## config.mk

```make
export PLATFORM = sky130hd
export DESIGN_NAME = dmem_arbiter
export DESIGN_NICKNAME = d
export VERILOG_FILES = /design/src/rtl/dmem_arb_pkg.sv /design/src/rtl/dmem_arb_starve_cnt.sv /design/src/rtl/dmem_arbiter.sv
export SDC_FILE = /design/constraint.sdc
export NUM_CORES = 1
export LEC_CHECK = 0
export ABC_AREA = 1
export BUFFER_PORTS_ARGS = -buffer_cell sky130_fd_sc_hd__buf_2
export CAP_MARGIN = 15
export CORE_MARGIN = 2
export CORE_UTILIZATION = 32
export DETAILED_ROUTE_END_ITERATION = 12
export PLACE_DENSITY = 0.65
export SLEW_MARGIN = 20
export SYNTH_ARGS = -nofsm -noshare
export SYNTH_HDL_FRONTEND = slang
export SYNTH_SLANG_ARGS = --single-unit
```

## constraint.sdc

```tcl
create_clock -name clk -period 2.56 [get_ports clk]
set_clock_uncertainty 0.2 [all_clocks]
set_input_delay 0 -clock clk [delete_from_list [all_inputs] [get_ports clk]]
set_output_delay 0 -clock clk [all_outputs]
set_load 0.01 [all_outputs]
```

## src/rtl/dmem_arb_pkg.sv

```systemverilog
// Shared types for the data-memory arbiter: response routing, lock ownership, port indices.
// No logic; no latency.
// No backpressure of its own.
package dmem_arb_pkg;

    localparam int ADDR_W_DEF = 8;
    localparam int DATA_W_DEF = 8;

    localparam int CPU_PORT = 0;
    localparam int DMA_PORT = 1;

    typedef enum logic [1:0] {
        RESP_NONE = 2'd0,
        RESP_CPU  = 2'd1,
        RESP_DMA  = 2'd2
    } resp_sel_e;

    typedef enum logic {
        OWN_NONE = 1'b0,
        OWN_CPU  = 1'b1
    } owner_e;

endpackage

```

## src/rtl/dmem_arb_starve_cnt.sv

```systemverilog
// Counts consecutive denied DMA request cycles and raises force_dma at the limit.
// force_dma is a decode of the registered count (0-cycle from state, 1-cycle from a denial).
// Frozen while freeze_i is high; cleared when DMA is granted or stops requesting.
module dmem_arb_starve_cnt #(
    parameter int STARVE_LIMIT = 4,
    parameter int CNT_W        = 3
) (
    input  logic clk,
    input  logic reset_n,
    input  logic dma_req_i,
    input  logic dma_gnt_i,
    input  logic freeze_i,
    output logic force_dma_o
);

    localparam logic [CNT_W-1:0] LIMIT = CNT_W'(STARVE_LIMIT);

    logic [CNT_W-1:0] cnt_q, cnt_d;

    always_comb begin
        cnt_d = cnt_q;
        if (freeze_i) begin
            cnt_d = cnt_q;
        end else if (!dma_req_i || dma_gnt_i) begin
            cnt_d = '0;
        end else if (cnt_q != LIMIT) begin
            cnt_d = cnt_q + 1'b1;
        end
    end

    always_ff @(posedge clk or negedge reset_n) begin
        if (!reset_n) begin
            cnt_q <= '0;
        end else begin
            cnt_q <= cnt_d;
        end
    end

    assign force_dma_o = (cnt_q == LIMIT);

endmodule

```

## src/rtl/dmem_arbiter.sv

```systemverilog
// Two-port (CPU priority, DMA) arbiter for a single-port memory; optional CPU lock via DMEM_ARB_LOCK_EN.
// Grant is combinational in the access cycle; read data returns registered one cycle later.
// Loser is held off by gnt=0 and must keep req and payload stable until granted.
module dmem_arbiter
    import dmem_arb_pkg::*;
#(
    parameter int ADDR_W       = ADDR_W_DEF,
    parameter int DATA_W       = DATA_W_DEF,
    parameter int STARVE_LIMIT = 4,
    parameter int CNT_W        = 3
) (
    input  logic              clk,
    input  logic              reset_n,

    input  logic              cpu_req,
    input  logic              cpu_we,
    input  logic [ADDR_W-1:0] cpu_addr,
    input  logic [DATA_W-1:0] cpu_wdata,
`ifdef DMEM_ARB_LOCK_EN
    input  logic              cpu_lock,
`endif
    output logic              cpu_gnt,
    output logic              cpu_rvalid,
    output logic [DATA_W-1:0] cpu_rdata,

    input  logic              dma_req,
    input  logic              dma_we,
    input  logic [ADDR_W-1:0] dma_addr,
    input  logic [DATA_W-1:0] dma_wdata,
    output logic              dma_gnt,
    output logic              dma_rvalid,
    output logic [DATA_W-1:0] dma_rdata,

    output logic [ADDR_W-1:0] mem_address,
    output logic [DATA_W-1:0] mem_in_data,
    output logic              mem_w_en,
    output logic              mem_en,
    input  logic [DATA_W-1:0] mem_out_data
);

    logic [1:0]        win;
    logic              force_dma;
    logic              lock_block;
    logic              sel_we;
    logic [ADDR_W-1:0] sel_addr;
    logic [DATA_W-1:0] sel_wdata;

    resp_sel_e         resp_sel_q, resp_sel_d;
    logic [DATA_W-1:0] cpu_rdata_q, cpu_rdata_d;
    logic [DATA_W-1:0] dma_rdata_q, dma_rdata_d;

`ifdef DMEM_ARB_LOCK_EN
    owner_e owner_q, owner_d;

    always_comb begin
        owner_d = owner_q;
        if (win[CPU_PORT]) begin
            owner_d = cpu_lock ? OWN_CPU : OWN_NONE;
        end
    end

    always_ff @(posedge clk or negedge reset_n) begin
        if (!reset_n) begin
            owner_q <= OWN_NONE;
        end else begin
            owner_q <= owner_d;
        end
    end

    assign lock_block = (owner_q == OWN_CPU);
`else
    assign lock_block = 1'b0;
`endif

    // Grants are gated by reset_n so no memory access can slip out while reset is asserted.
    always_comb begin
        win = '0;
        if (reset_n) begin
            if (dma_req && !lock_block && (!cpu_req || force_dma)) begin
                win[DMA_PORT] = 1'b1;
            end else if (cpu_req) begin
                win[CPU_PORT] = 1'b1;
            end
        end
    end

    always_comb begin
        sel_we    = 1'b0;
        sel_addr  = '0;
        sel_wdata = '0;
        if (win[CPU_PORT]) begin
            sel_we    = cpu_we;
            sel_addr  = cpu_addr;
            sel_wdata = cpu_wdata;
        end else if (win[DMA_PORT]) begin
            sel_we    = dma_we;
            sel_addr  = dma_addr;
            sel_wdata = dma_wdata;
        end
    end

    assign cpu_gnt     = win[CPU_PORT];
    assign dma_gnt     = win[DMA_PORT];
    assign mem_address = sel_addr;
    assign mem_in_data = sel_wdata;
    assign mem_w_en    = (|win) & sel_we;
    assign mem_en      = (|win) & ~sel_we;

    dmem_arb_starve_cnt #(
        .STARVE_LIMIT (STARVE_LIMIT),
        .CNT_W        (CNT_W)
    ) u_starve_cnt (
        .clk         (clk),
        .reset_n     (reset_n),
        .dma_req_i   (dma_req),
        .dma_gnt_i   (win[DMA_PORT]),
        .freeze_i    (lock_block),
        .force_dma_o (force_dma)
    );

    always_comb begin
        resp_sel_d  = RESP_NONE;
        cpu_rdata_d = cpu_rdata_q;
        dma_rdata_d = dma_rdata_q;
        if (win[CPU_PORT] && !cpu_we) begin
            resp_sel_d  = RESP_CPU;
            cpu_rdata_d = mem_out_data;
        end else if (win[DMA_PORT] && !dma_we) begin
            resp_sel_d  = RESP_DMA;
            dma_rdata_d = mem_out_data;
        end
    end

    always_ff @(posedge clk or negedge reset_n) begin
        if (!reset_n) begin
            resp_sel_q  <= RESP_NONE;
            cpu_rdata_q <= '0;
            dma_rdata_q <= '0;
        end else begin
            resp_sel_q  <= resp_sel_d;
            cpu_rdata_q <= cpu_rdata_d;
            dma_rdata_q <= dma_rdata_d;
        end
    end

    assign cpu_rvalid = (resp_sel_q == RESP_CPU);
    assign dma_rvalid = (resp_sel_q == RESP_DMA);
    assign cpu_rdata  = cpu_rdata_q;
    assign dma_rdata  = dma_rdata_q;

endmodule

```

# Word level (Yosys, flattened, before mapping)
# Index checks and enable logic that the tools add are counted.
[totals] register_bits=21 latch_bits=0 mem_bits_rw=0 mem_bits_ro=0 inputBits=46 out_inout_bits=38 elab_cells=39 n_memories=0
[op_classes] n_addsub=1 multipliers=0 div=0 order_cmp=0 n_eq_ne=4 shifts=0 muxes=14 n_bitwise=4 reduce_logical=12
[ops] op="8-bit 2-to-1 mux" count=4
[ops] op="2-bit 2-to-1 mux" count=3
[ops] op="3-bit 2-to-1 mux" count=2
[ops] op="1-bit 2-to-1 mux" count=5
[ops] op="1-bit logical NOT" count=4
[ops] op="3-bit by 1-bit adder with 3-bit output, second input constant" count=1
[ops] op="3-bit equality test, second input constant" count=1
[ops] op="1-bit logical AND" count=3
[ops] op="3-bit inequality test, second input constant" count=1
[ops] op="1-bit bitwise AND" count=2
[ops] op="2-bit by 1-bit equality test with 1-bit output, second input constant" count=1
[ops] op="2-bit equality test, second input constant" count=1
[ops] op="1-bit logical OR" count=2
[ops] op="1-bit inverter" count=2
[ops] op="2-bit AND reduction" count=1
[ops] op="2-bit nonzero test" count=1
[ops] op="2-bit OR reduction" count=1

# Logic depth before layout (Yosys ltp)
[logic_depth] ltp_word=9 depth_mapped=10 ltp_nobuf=9

# Modules after synthesis
# Synthesis repeated with hierarchy kept, for this count alone.
[unflattened] hier_cells=165 area_unflattened_um2=1248.7
[modules_own_cells] module="dmem_arbiter" n_inst=1 cells_each=136 area_per_inst_um2=1044.8 seq_area_each_um2=450.4
[modules_own_cells] module="dmem_arb_starve_cnt" n_inst=1 cells_each=29 area_per_inst_um2=203.9 seq_area_each_um2=75.1

# Worst setup path before layout
# OpenSTA, ideal clock, no wires.
[synth_path] path_type="reg2reg" startpoint="register u_starve_cnt.cnt_q[0]" endpoint="register cpu_rdata_q[0], in the netlist cpu_rdata[0]" setup_time_ns=0.118 arrival_ns=1.247 required_time_ns=2.242 slack_ns=0.995 path_stages_with_launch=11 n_path_buf=2 period_less_slack_ns=1.565 path_cell_list="dfrtp_1 inv_1 ha_1 nand2_2 nand2_4 nand2_4 buf_6 nand3_2 buf_6 nand2_1 nand2_1"
[synth_via] elab_chain_len=6
[synth_rtl] element="start, declared" line="dmem_arb_starve_cnt.sv:18" source="logic [CNT_W-1:0] cnt_q, cnt_d;"
[synth_rtl] element="start signal, assigned" line="dmem_arb_starve_cnt.sv:35" source="cnt_q <= cnt_d;"
[synth_rtl] element="3-bit equality test" line="dmem_arb_starve_cnt.sv:39" source="assign force_dma_o = (cnt_q == LIMIT);"
[synth_rtl] element="1-bit logical OR" line="dmem_arbiter.sv:79" source="if (dma_req && !lock_block && (!cpu_req || force_dma)) begin"
[synth_rtl] element="1-bit logical AND" line="dmem_arbiter.sv:79"
[synth_rtl] element="1-bit 2-to-1 mux" line="dmem_arbiter.sv:79"
[synth_rtl] element="2-bit 2-to-1 mux" line="dmem_arbiter.sv:78" source="if (reset_n) begin"
[synth_rtl] element="1-bit logical AND" line="dmem_arbiter.sv:125" source="if (win[CPU_PORT] && !cpu_we) begin"
[synth_rtl] element="end signal, assigned" line="dmem_arbiter.sv:141" source="cpu_rdata_q <= cpu_rdata_d;"
[synth_rtl] element="end, declared" line="dmem_arbiter.sv:49" source="logic [DATA_W-1:0] cpu_rdata_q, cpu_rdata_d;"
# Every way passes these cells.
# A chain may end at the register's enable or synchronous reset.

# Worst setup path in the final report
[layout_path] startpoint="register u_starve_cnt.cnt_q[0]" endpoint="register cpu_rdata_q[2], in the netlist cpu_rdata[2]"
# Same word-level chain as after synthesis.

==> results.py <==
metrics = {
    "logic_synthesis": {
        "synth_top_area_cell": "dfrtp_1",
        "synth_area_leaders": "dfrtp_1, nand2_1, nand4_1",
        "yosysUniqueCellTypes": 18,
        "ys_seq_area_share_pct": 45.0,
        "synth.top_cell.area_share_pct": 45.0,
        "synth_edf_count": 0,
        "syn_area_um2": 1170,
        "synth_flop_cell": "dfrtp_1",
        "synth_warnings": 0,
        "syn_nets": 208,
        "yosys.cell_count.top_type": "nand2_1",
        "synthArstFlopShare_pct": 100,
        "synth_common_cells": "nand2_1, dfrtp_1, inv_1, nand4_1, nor2_1",
        "syn_area_per_cell_um2": 7.30,
        "synth-seq-cells": 21,
        "syn_inst": 160,
    },
    "global_routing": {
        "grt_overflow": 0,
        "grt_pass1_vias": 1293,
        "grt_max_degree": 18,
        "grtUsageTotal_pct": 16.2,
        "grt_pass1_wl_mm": 5.44,
        "antenna_found_initial": 0,
    },
    "critical_path": {
        "cp_slowest_cell": "dlygate4sd3_1",
        "r2r_setup_slack_ns": 0.41,
        "start_kind": "flop",
        "endpoint_kind": "flop",
        "cp_top_family": "buffers and inverters",
        "cp_num_cells": 8,
        "crit_chain": "inv_1 -> ha_1 -> nand2_2 -> nand2_4 -> nand2_4 -> dlygate4sd3_1 -> nand4_1 -> nand2_1",
        "crit_required_ns": 2.61,
        "path_buf_inv": 2,
        "r2r_end": "cpu_rdata[2]$_DFFE_PN0P_",
        "crit_fanout": 8,
        "path_common_cell": "nand2_4",
        "critPathKind": "flop to flop",
        "r2r_cells": 8,
        "r2r-start": "u_starve_cnt.cnt_q[0]$_DFFE_PN0P_",
        "crit_path_end": "cpu_rdata[2]$_DFFE_PN0P_",
        "worstPathArrival_ns": 2.20,
        "crit_start": "u_starve_cnt.cnt_q[0]$_DFFE_PN0P_",
        "crit_path_max_incr_delay_ns": 0.74,
    },
    "sta": {
        "finalSetupViolCount": 0,
        "slew_violations": 0,
        "slew_headroom_pct": 72.9,
        "period_needed_ns": 2.15,
        "fin_crit_sh_pct": 84.0,
        "fmax_mhz": 465,
        "rsz0062_at_grt": "false",
        "finalHoldViolCount": 0,
        "tightest_slew_ns": 0.404,
        "finalSetupTns_ns": 0,
    },
    "routing": {
        "firstDrtPassIters": 4,
        "ant_nets": 0,
        "drc": 0,
        "drt_iter0_markers": 40,
        "vias": 1278,
        "wire_per_inst_um": 10.6,
        "via_per_inst": 4.20,
        "wl_mm": 3.23,
    },
    "power": {
        "powerDensity_nw_per_um2": 497,
        "ir_worst_vdd_uv": 312,
        "leakagePower_nw": 1.12,
        "power_uw": 879,
    },
    "placement": {
        "gp_congestion": 0.711,
        "dp_hpwl_mm": 2.39,
        "portBuffers": 83,
    },
    "clocking": {
        "cts_setup_buffers": 0,
        "clk_latency_ns": 0.30,
        "ctsLongestPathBuffers": 2,
        "clock-sinks": 21,
        "cts_tree": "done",
        "cts_root_buf": "clkbuf_4",
        "hold_buffers": 14,
        "clk_pin_slew_ns": 0.11,
        "cts_buffers": 3,
        "htreeDepth": 1,
        "ctsResizeCount": 0,
    },
    "floorplan": {
        "die_w_um": 64.4,
        "fp.dieH_um": 64.4,
        "die_area_um2": 4150,
        "coreArea_um2": 3420,
        "initial_core_util_pct": 34.2,
        "ios": 84,
        "rows": 21,
    },
    "layout": {
        "drive_above_1_share_pct": 37.2,
        "syn2layout_area_growth_pct": 51.6,
        "fin_nets": 307,
        "diodes": 0,
    },
    "status": {
        "run_status": "finished, final reports clean",
    },
    "hold_path": {
        "hold_class": "input pin to flop",
    },
    "flow_run": {
        "cap_violations": 0,
    },
}
kinds of logic after synthesis:
kind of cell / synth area share (%)
flops: 45.0
simple gates: 42.0
compound gates: 1.71
xor+xnor: 0.750
fa+ha+maj: 2.14
buf+inv: 8.36
tightest hold or removal path, cell delays in order:
cell and delay (ns):
buf_2 0.10, inv_1 0.05, nand4_2 0.22, nand2_1 0.07
nand2_1 0.06
sequential cells by signal (all words and copies together), names as in the netlist:
| signal | cells |
|---|---|
| resp_sel_q | 2 |
| dma_rdata | 8 |
| u_starve_cnt.cnt_q | 3 |
| cpu_rdata | 8 |
layout by cell type (no fill, tap or decap), types with 2 or more instances in the layout:
| cell type | instances |
|---|---|
| nand2_4 | 2 |
| dfrtp_1 | 21 |
| inv_1 | 10 |
| buf_2 | 83 |
| ha_1 | 2 |
| inv_2 | 3 |
| nand4_1 | 9 |
| clkbuf_4 | 3 |
| o21ai_0 | 2 |
| dlygate4sd3_1 | 14 |
| nand2_1 | 94 |
| nor2_1 | 5 |
report_power, final:
group	switching (mW)	internal (mW)	leakage [nW]
combinational	0.162	0.133	0.834
sequential	0.0325	0.390	0.268
clock	0.0994	0.0608	0.0150
worst min path at each step:
stage / from / end / cells after the start
2_1_floorplan: reset_n / cpu_rdata[0]$_DFFE_PN0P_ / 0
5_1_grt: dma_we / dma_rdata[3]$_DFFE_PN0P_ / 5
3_5_place_dp: reset_n / cpu_rdata[2]$_DFFE_PN0P_ / 1
4_1_cts: dma_we / dma_rdata[3]$_DFFE_PN0P_ / 5
6_report: dma_we / dma_rdata[3]$_DFFE_PN0P_ / 5
3_3_place_gp: reset_n / cpu_rdata[2]$_DFFE_PN0P_ / 1
area by class of cell:
| class | instances | area (um^2) |
|---|---|---|
| clock buffers | 4 | 26.3 |
| fillers | 351 | 1650 |
| inverters | 14 | 52.6 |
| multi-input cells | 121 | 544 |
| flip-flops and latches | 21 | 526 |
| well taps | 46 | 57.6 |
| repair buffers | 98 | 563 |
stage by stage:
| stage | hold WS, ns | setup slack (ns) | cells | utilization [%] | cell area [um^2] |
|---|---|---|---|---|---|
| 5_1_grt | 0.0380 | 0.230 | 304 | 51.8 | 1770 |
| 6_report | 0.0206 | 0.409 | 304 | 51.8 | 1770 |
| 4_1_cts | 0.0140 | 0.395 | 304 | 51.8 | 1770 |
| 2_1_floorplan | -0.496 | 0.995 | 160 | - | 1170 |
| 3_3_place_gp | -0.309 | 0.840 | 286 | 46.9 | 1600 |
| 3_5_place_dp | -0.305 | 0.792 | 286 | 46.9 | 1600 |
per-layer routing:
layer	GRT usage [%]	up-vias	share of wire (%)
met2	28.8	49	48
met4	3.99	0	0.50
met5	0	-	0
met1	20.5	539	44
li1	-	688	-
met3	2.64	2	7.5
No activity file was read; power rests on OpenSTA's default activity.
